[src/rtl/rv32_pkg.sv]
// Shared RV32I decode definitions: major opcodes, the decoded-instruction
// record carried through the decode pipeline, and skid-buffer state encoding.
package rv32_pkg;

  localparam int XLEN = 32;

  localparam logic [6:0] OPC_OP_IMM = 7'b0010011;
  localparam logic [6:0] OPC_LOAD   = 7'b0000011;
  localparam logic [6:0] OPC_STORE  = 7'b0100011;
  localparam logic [6:0] OPC_JALR   = 7'b1100111;
  localparam logic [6:0] OPC_OP     = 7'b0110011;
  localparam logic [6:0] OPC_LUI    = 7'b0110111;
  localparam logic [6:0] OPC_AUIPC  = 7'b0010111;
  localparam logic [6:0] OPC_JAL    = 7'b1101111;
  localparam logic [6:0] OPC_BRANCH = 7'b1100011;

  // The pc field is sized for the widest supported PC; narrower PCs are zero-extended.
  typedef struct packed {
    logic [XLEN-1:0] pc;
    logic [6:0]      opcode;
    logic [4:0]      rd;
    logic [2:0]      funct3;
    logic [4:0]      rs1;
    logic [4:0]      rs2;
    logic [6:0]      funct7;
    logic [11:0]     imm12;
    logic            imm_valid;
    logic            illegal;
  } dec_instr_t;

  typedef enum logic [1:0] {
    BUF_EMPTY = 2'd0,
    BUF_ONE   = 2'd1,
    BUF_FULL  = 2'd2
  } buf_state_e;

endpackage

[src/rtl/imm12_sel.sv]
// Opcode-driven selection of the 12-bit immediate handed to the extend unit,
// plus legality classification of the major opcode.
module imm12_sel
  import rv32_pkg::*;
(
  input  logic [6:0]  opcode_i,
  input  logic [11:0] i_imm_i,   // instr[31:20]
  input  logic [4:0]  s_lo_i,    // instr[11:7]
  output logic [11:0] imm12_o,
  output logic        imm_valid_o,
  output logic        illegal_o
);

  always_comb begin
    // NOTE: every output gets a default first so no path through the case can infer a latch.
    imm12_o     = '0;
    imm_valid_o = 1'b0;
    illegal_o   = 1'b0;
    if (opcode_i[1:0] != 2'b11) begin
      illegal_o = 1'b1;
    end else begin
      case (opcode_i)
        OPC_OP_IMM, OPC_LOAD, OPC_JALR: begin
          imm12_o     = i_imm_i;
          imm_valid_o = 1'b1;
        end
        OPC_STORE: begin
          imm12_o     = {i_imm_i[11:5], s_lo_i};
          imm_valid_o = 1'b1;
        end
        OPC_OP, OPC_LUI, OPC_AUIPC, OPC_JAL, OPC_BRANCH: ;
        default: illegal_o = 1'b1;
      endcase
    end
  end

endmodule

[src/rtl/id_stage.sv]
// RV32I instruction-decode stage: decodes on the input side and stores the
// decoded record in a 2-entry skid buffer so in_ready never depends on out_ready.
module id_stage
  import rv32_pkg::*;
#(
  parameter int PC_W = 32
) (
  input  logic            clk,
  input  logic            rst,
  input  logic            flush,
  input  logic            in_valid,
  output logic            in_ready,
  input  logic [31:0]     in_instr,
  input  logic [PC_W-1:0] in_pc,
  output logic            out_valid,
  input  logic            out_ready,
  output logic [PC_W-1:0] out_pc,
  output logic [6:0]      opcode,
  output logic [4:0]      rd,
  output logic [2:0]      funct3,
  output logic [4:0]      rs1,
  output logic [4:0]      rs2,
  output logic [6:0]      funct7,
  output logic [11:0]     imm12,
  output logic            imm_valid,
  output logic            illegal
);

  buf_state_e state_q, state_d;
  dec_instr_t main_q, main_d;
  dec_instr_t skid_q, skid_d;
  dec_instr_t dec;
  logic       in_ready_q;
  logic       in_fire;
  logic       out_fire;

  imm12_sel u_imm12_sel (
    .opcode_i    (in_instr[6:0]),
    .i_imm_i     (in_instr[31:20]),
    .s_lo_i      (in_instr[11:7]),
    .imm12_o     (dec.imm12),
    .imm_valid_o (dec.imm_valid),
    .illegal_o   (dec.illegal)
  );

  assign dec.pc     = XLEN'(in_pc);
  assign dec.opcode = in_instr[6:0];
  assign dec.rd     = in_instr[11:7];
  assign dec.funct3 = in_instr[14:12];
  assign dec.rs1    = in_instr[19:15];
  assign dec.rs2    = in_instr[24:20];
  assign dec.funct7 = in_instr[31:25];

  assign in_fire  = in_valid && in_ready_q;
  assign out_fire = out_valid && out_ready;

  always_comb begin
    state_d = state_q;
    main_d  = main_q;
    skid_d  = skid_q;
    if (flush) begin
      state_d = BUF_EMPTY;
    end else begin
      case (state_q)
        BUF_EMPTY: begin
          if (in_fire) begin
            main_d  = dec;
            state_d = BUF_ONE;
          end
        end
        BUF_ONE: begin
          if (in_fire && out_fire) begin
            main_d = dec;
          end else if (out_fire) begin
            state_d = BUF_EMPTY;
          end else if (in_fire) begin
            skid_d  = dec;
            state_d = BUF_FULL;
          end
        end
        BUF_FULL: begin
          // in_ready is low here, so only the drain side can move.
          if (out_fire) begin
            main_d  = skid_q;
            state_d = BUF_ONE;
          end
        end
        default: state_d = BUF_EMPTY;
      endcase
    end
  end

  always_ff @(posedge clk) begin
    // NOTE: sequential state uses non-blocking assignments so every register samples pre-edge values.
    if (rst) begin
      // NOTE: both buffer entries are cleared on reset because the field outputs must read zero afterwards.
      state_q    <= BUF_EMPTY;
      main_q     <= '0;
      skid_q     <= '0;
      in_ready_q <= 1'b0;
    end else begin
      state_q    <= state_d;
      main_q     <= main_d;
      skid_q     <= skid_d;
      in_ready_q <= (state_d != BUF_FULL);
    end
  end

  assign in_ready  = in_ready_q;
  assign out_valid = (state_q != BUF_EMPTY);
  assign out_pc    = PC_W'(main_q.pc);
  assign opcode    = main_q.opcode;
  assign rd        = main_q.rd;
  assign funct3    = main_q.funct3;
  assign rs1       = main_q.rs1;
  assign rs2       = main_q.rs2;
  assign funct7    = main_q.funct7;
  assign imm12     = main_q.imm12;
  assign imm_valid = main_q.imm_valid;
  assign illegal   = main_q.illegal;

endmodule

[config.mk]
export PLATFORM = sky130hd
export DESIGN_NAME = id_stage
export DESIGN_NICKNAME = d
export VERILOG_FILES = /design/src/rtl/rv32_pkg.sv /design/src/rtl/imm12_sel.sv /design/src/rtl/id_stage.sv
export SDC_FILE = /design/constraint.sdc
export NUM_CORES = 1
export LEC_CHECK = 0
export ABC_CLOCK_PERIOD_IN_PS = 1500
export CAP_MARGIN = 20
export CORE_MARGIN = 5
export CORE_UTILIZATION = 25
export DETAILED_ROUTE_END_ITERATION = 7
export HOLD_SLACK_MARGIN = 0.03
export PLACE_DENSITY_LB_ADDON = 0.15
export SLEW_MARGIN = 10
export SYNTH_ARGS = -nofsm -noshare
export SYNTH_HDL_FRONTEND = slang
export SYNTH_SLANG_ARGS = --single-unit
[constraint.sdc]
create_clock -name clk -period 1.5 [get_ports clk]
set_clock_uncertainty 0.1 [all_clocks]
set_input_delay 0.3 -clock clk [delete_from_list [all_inputs] [get_ports clk]]
set_output_delay 0.3 -clock clk [all_outputs]
set_load 0.01 [all_outputs]
==> out/results.ini <==
[run_status]
status=complete, but fails checks
violations=negative setup slack

[placed_design]
port_buffers=148
globalplace.congestion=0.720
dp_hpwl_um=14300

[logic_synthesis]
syn_area_per_cell_um2=8.48
ys_ff_latch=159
seq_area_frac_synth=0.473
netlist_area_um2=6740
synth_xor_area_frac=0.00130
synth_top_area_frac=0.473
synth_edf_count=0
synth_top_family_by_area=compound AO/OA/AOI/OAI gates
synthAdderAreaFrac=0
synthTopCellsByArea=dfxtp_1 (47%), nand2_1 (15%), a311oi_2 (13%), a21oi_1 (5.9%), nor2_1 (4.3%)
synth-simple-area-share=0.225
synth_compound_area_frac=0.251
syn_inst=794
syn-num-nets=863
yosysTopAreaCell=dfxtp_1
synth_mux_area_frac=0
synthFlopType=dfxtp_1
async_flop_share=0
ys_warn_count=0
synthDistinctLibCells=36

[global_routing]
grt_pass1_vias=6053
grt_pass1_wl_um=34700
grt_usage=0.144
grt-ovfl-total=0
grt_max_degree=46
antenna_found_initial=0

[clock_tree]
cts_tree=yes
worstSkewPairLatency_ns=0.42
cts.reportedPaths.clkPinSlew_ns=0.07
numCtsBuffers=17
cts_max_level=4
clockRootBuffer=clkbuf_16
clockBufferDepth=2
cts_num_sinks=159

[setup_path]
crit_cells=7
crit_family=buffers and inverters
worst_setup_path_end_kind=flop
worst-setup-path-type=flop to flop
cp_slowest_cell=dfxtp_4
path_buf_inv=3
timing.rr.end=rs1[2]
r2r_slack_ns=-0.19
cp_cell_sequence=and3b_2, a31o_4, buf_12, buf_12, buf_16, nor2_1, a311oi_2
reg2reg_from=state_q[1]
cp.arrival_ns=1.90
slowest_delay_ns=0.36
critPathMaxFanout=9
crit_required_ns=1.71
ff2ff_path_depth=7
cp_common_cell=buf_12
startpoint_type=flop

[detailed_routing]
wirelength_um=22300
drc=0
ant_nets=0
wire_per_inst_um=16.6
drt-vias-per-instance=4.65
first_iter_violations=280
vias=6255
first_pass_iters=4

[min_path]
hold_end=state_q[0]
holdCritPathClass=input port to flop
hp-start=flush
hold_depth=3

[final_layout]
drive_gt1_frac=0.308
syn_to_final_growth_pct=57.3
final_util=0.396
layout_common_cells=nand2_1 (247), dfxtp_1 (155), clkdlybuf4s50_1 (63)
final_common_cell=nand2_1
n_antenna_cell=0
nNetsFinal=1060

[power_and_ir_drop]
p_leak_nw=3.94
power.share.combinational=0.118
vdd_drop_max_v=0.000611
power_density_nw_per_um2=944
power.share.switching=0.253
p_seq_frac=0.439
power.internal_mw=7.46
power.switching_mw=2.53
pwr-share-clk=0.443

[die]
fp.dieH_um=174
num_io_pins=149
dieArea_um2=30300
core_um2=26700
initial_core_util=0.252
die_w_um=174
std_cell_rows=60

[timing]
slew_headroom=0.729
finalMaxSlewViolations=0
post-route-period-util=1.13
grt_setup_unrepaired=yes
worstMarginPinSlew_ns=0.406
fin_ws_ns=-0.193
timing.final.crit_period_ns=1.69
setup_viol=155
timing.hold.ws_ns=0.120
fmax_ghz=0.591
final-hold-violation-count=0

[flow_run]
max-cap-violations=0

## worst max path at each step
stage	startpoint	slack [ns]	to
after floorplan	state_q[1]	-0.03	imm12[4]
after global placement	flush	-0.62	imm12[10]
after detailed placement	in_instr[4]	-0.66	imm12[1]
after CTS	state_q[1]	-0.20	out_pc[9]
after global routing	state_q[1]	-0.26	opcode[0]
final	state_q[1]	-0.19	rs1[2]
## routing by layer
metal	global-route usage	vias up	share of wire
li1	-	3142	-
met1	0.192	2999	0.47
met2	0.237	102	0.48
met3	0.0365	12	0.039
met4	0.0304	0	0.0077
met5	0	-	0
## metrics by stage
step                area (µm²)  setup WS [ns]  TNS (ns)  instances  total power [mW]
global placement          9240         -0.617    -78.33       1290              5.62
CTS                      10300         -0.197    -17.27       1342              10.1
detailed placement        9240         -0.665    -80.56       1290              5.62
global route             10600         -0.263    -31.32       1345              10.4
floorplan                 6830        -0.0316    -0.646        794              4.99
finish                   10600         -0.193    -18.52       1345              10.0
## final cells by class
cell class              count  area [µm²]
fillers                  2702       16100
multi-input cells         567        3690
flip-flops and latches    159        3190
repair buffers            243        2680
clock buffers              18         439
well taps                 341         427
clock inverters            14         155
inverters                   3        11.3
## synth_stat cells, types with 2 or more instances
cell       instances
nand3_1            4
a2111oi_2          5
a311oi_2          60
nor2_1            77
nand2_1          274
a21oi_1           79
a211o_1            2
nand2b_1           4
a311oi_1           4
buf_6              7
nor3_1             7
nor2b_1            6
and3_1             5
o22ai_1            4
buf_2             24
a22o_1            14
inv_1              3
dfxtp_1          159
clkbuf_1          32
a2bb2oi_1          5
a211oi_1           3
buf_1              2
## cell families after synthesis
kind of cell | count (synthesis)
xor+xnor | 1
compound gates | 183
simple gates | 383
flops | 159
buf+inv | 68
## power by group through the flow
stage / combinational, mW / clock [mW] / sequential [mW]
6_report: 1.18 / 4.43 / 4.39
5_1_grt: 1.28 / 4.77 / 4.40
4_1_cts: 1.17 / 4.58 / 4.38
3_5_place_dp: 1.14 / 0 / 4.48
3_3_place_gp: 1.14 / 0 / 4.48
2_1_floorplan: 0.462 / 0 / 4.53
## worst min-delay path, stage by stage
cell and delay [ns]:
dlymetal6s2s_1 0.13, buf_4 0.13, nor3_1 0.04
## flip-flops by register name, summed over array words and instances (netlist names)
register / cells
rd: 5
opcode: 7
rs1: 5
imm12: 12
skid_q: 78
imm_valid: 1
out_pc: 32
in_ready: 1
rs2: 5
funct7: 7
illegal: 1
state_q: 2
funct3: 3
## what timing repair did
| action | 4_1_cts | 5_1_grt |
|---|---|---|
| endpoints found under the setup margin | 231 | 185 |
| pin swaps | 41 | 59 |
| cloned | 7 | 4 |
| endpoints found under the hold margin | 2 | 0 |
| resized for setup | 154 | 119 |
| setup buffers | 13 | 2 |
| hold buffers | 1 | 0 |
(Power assumes the default switching activity.)
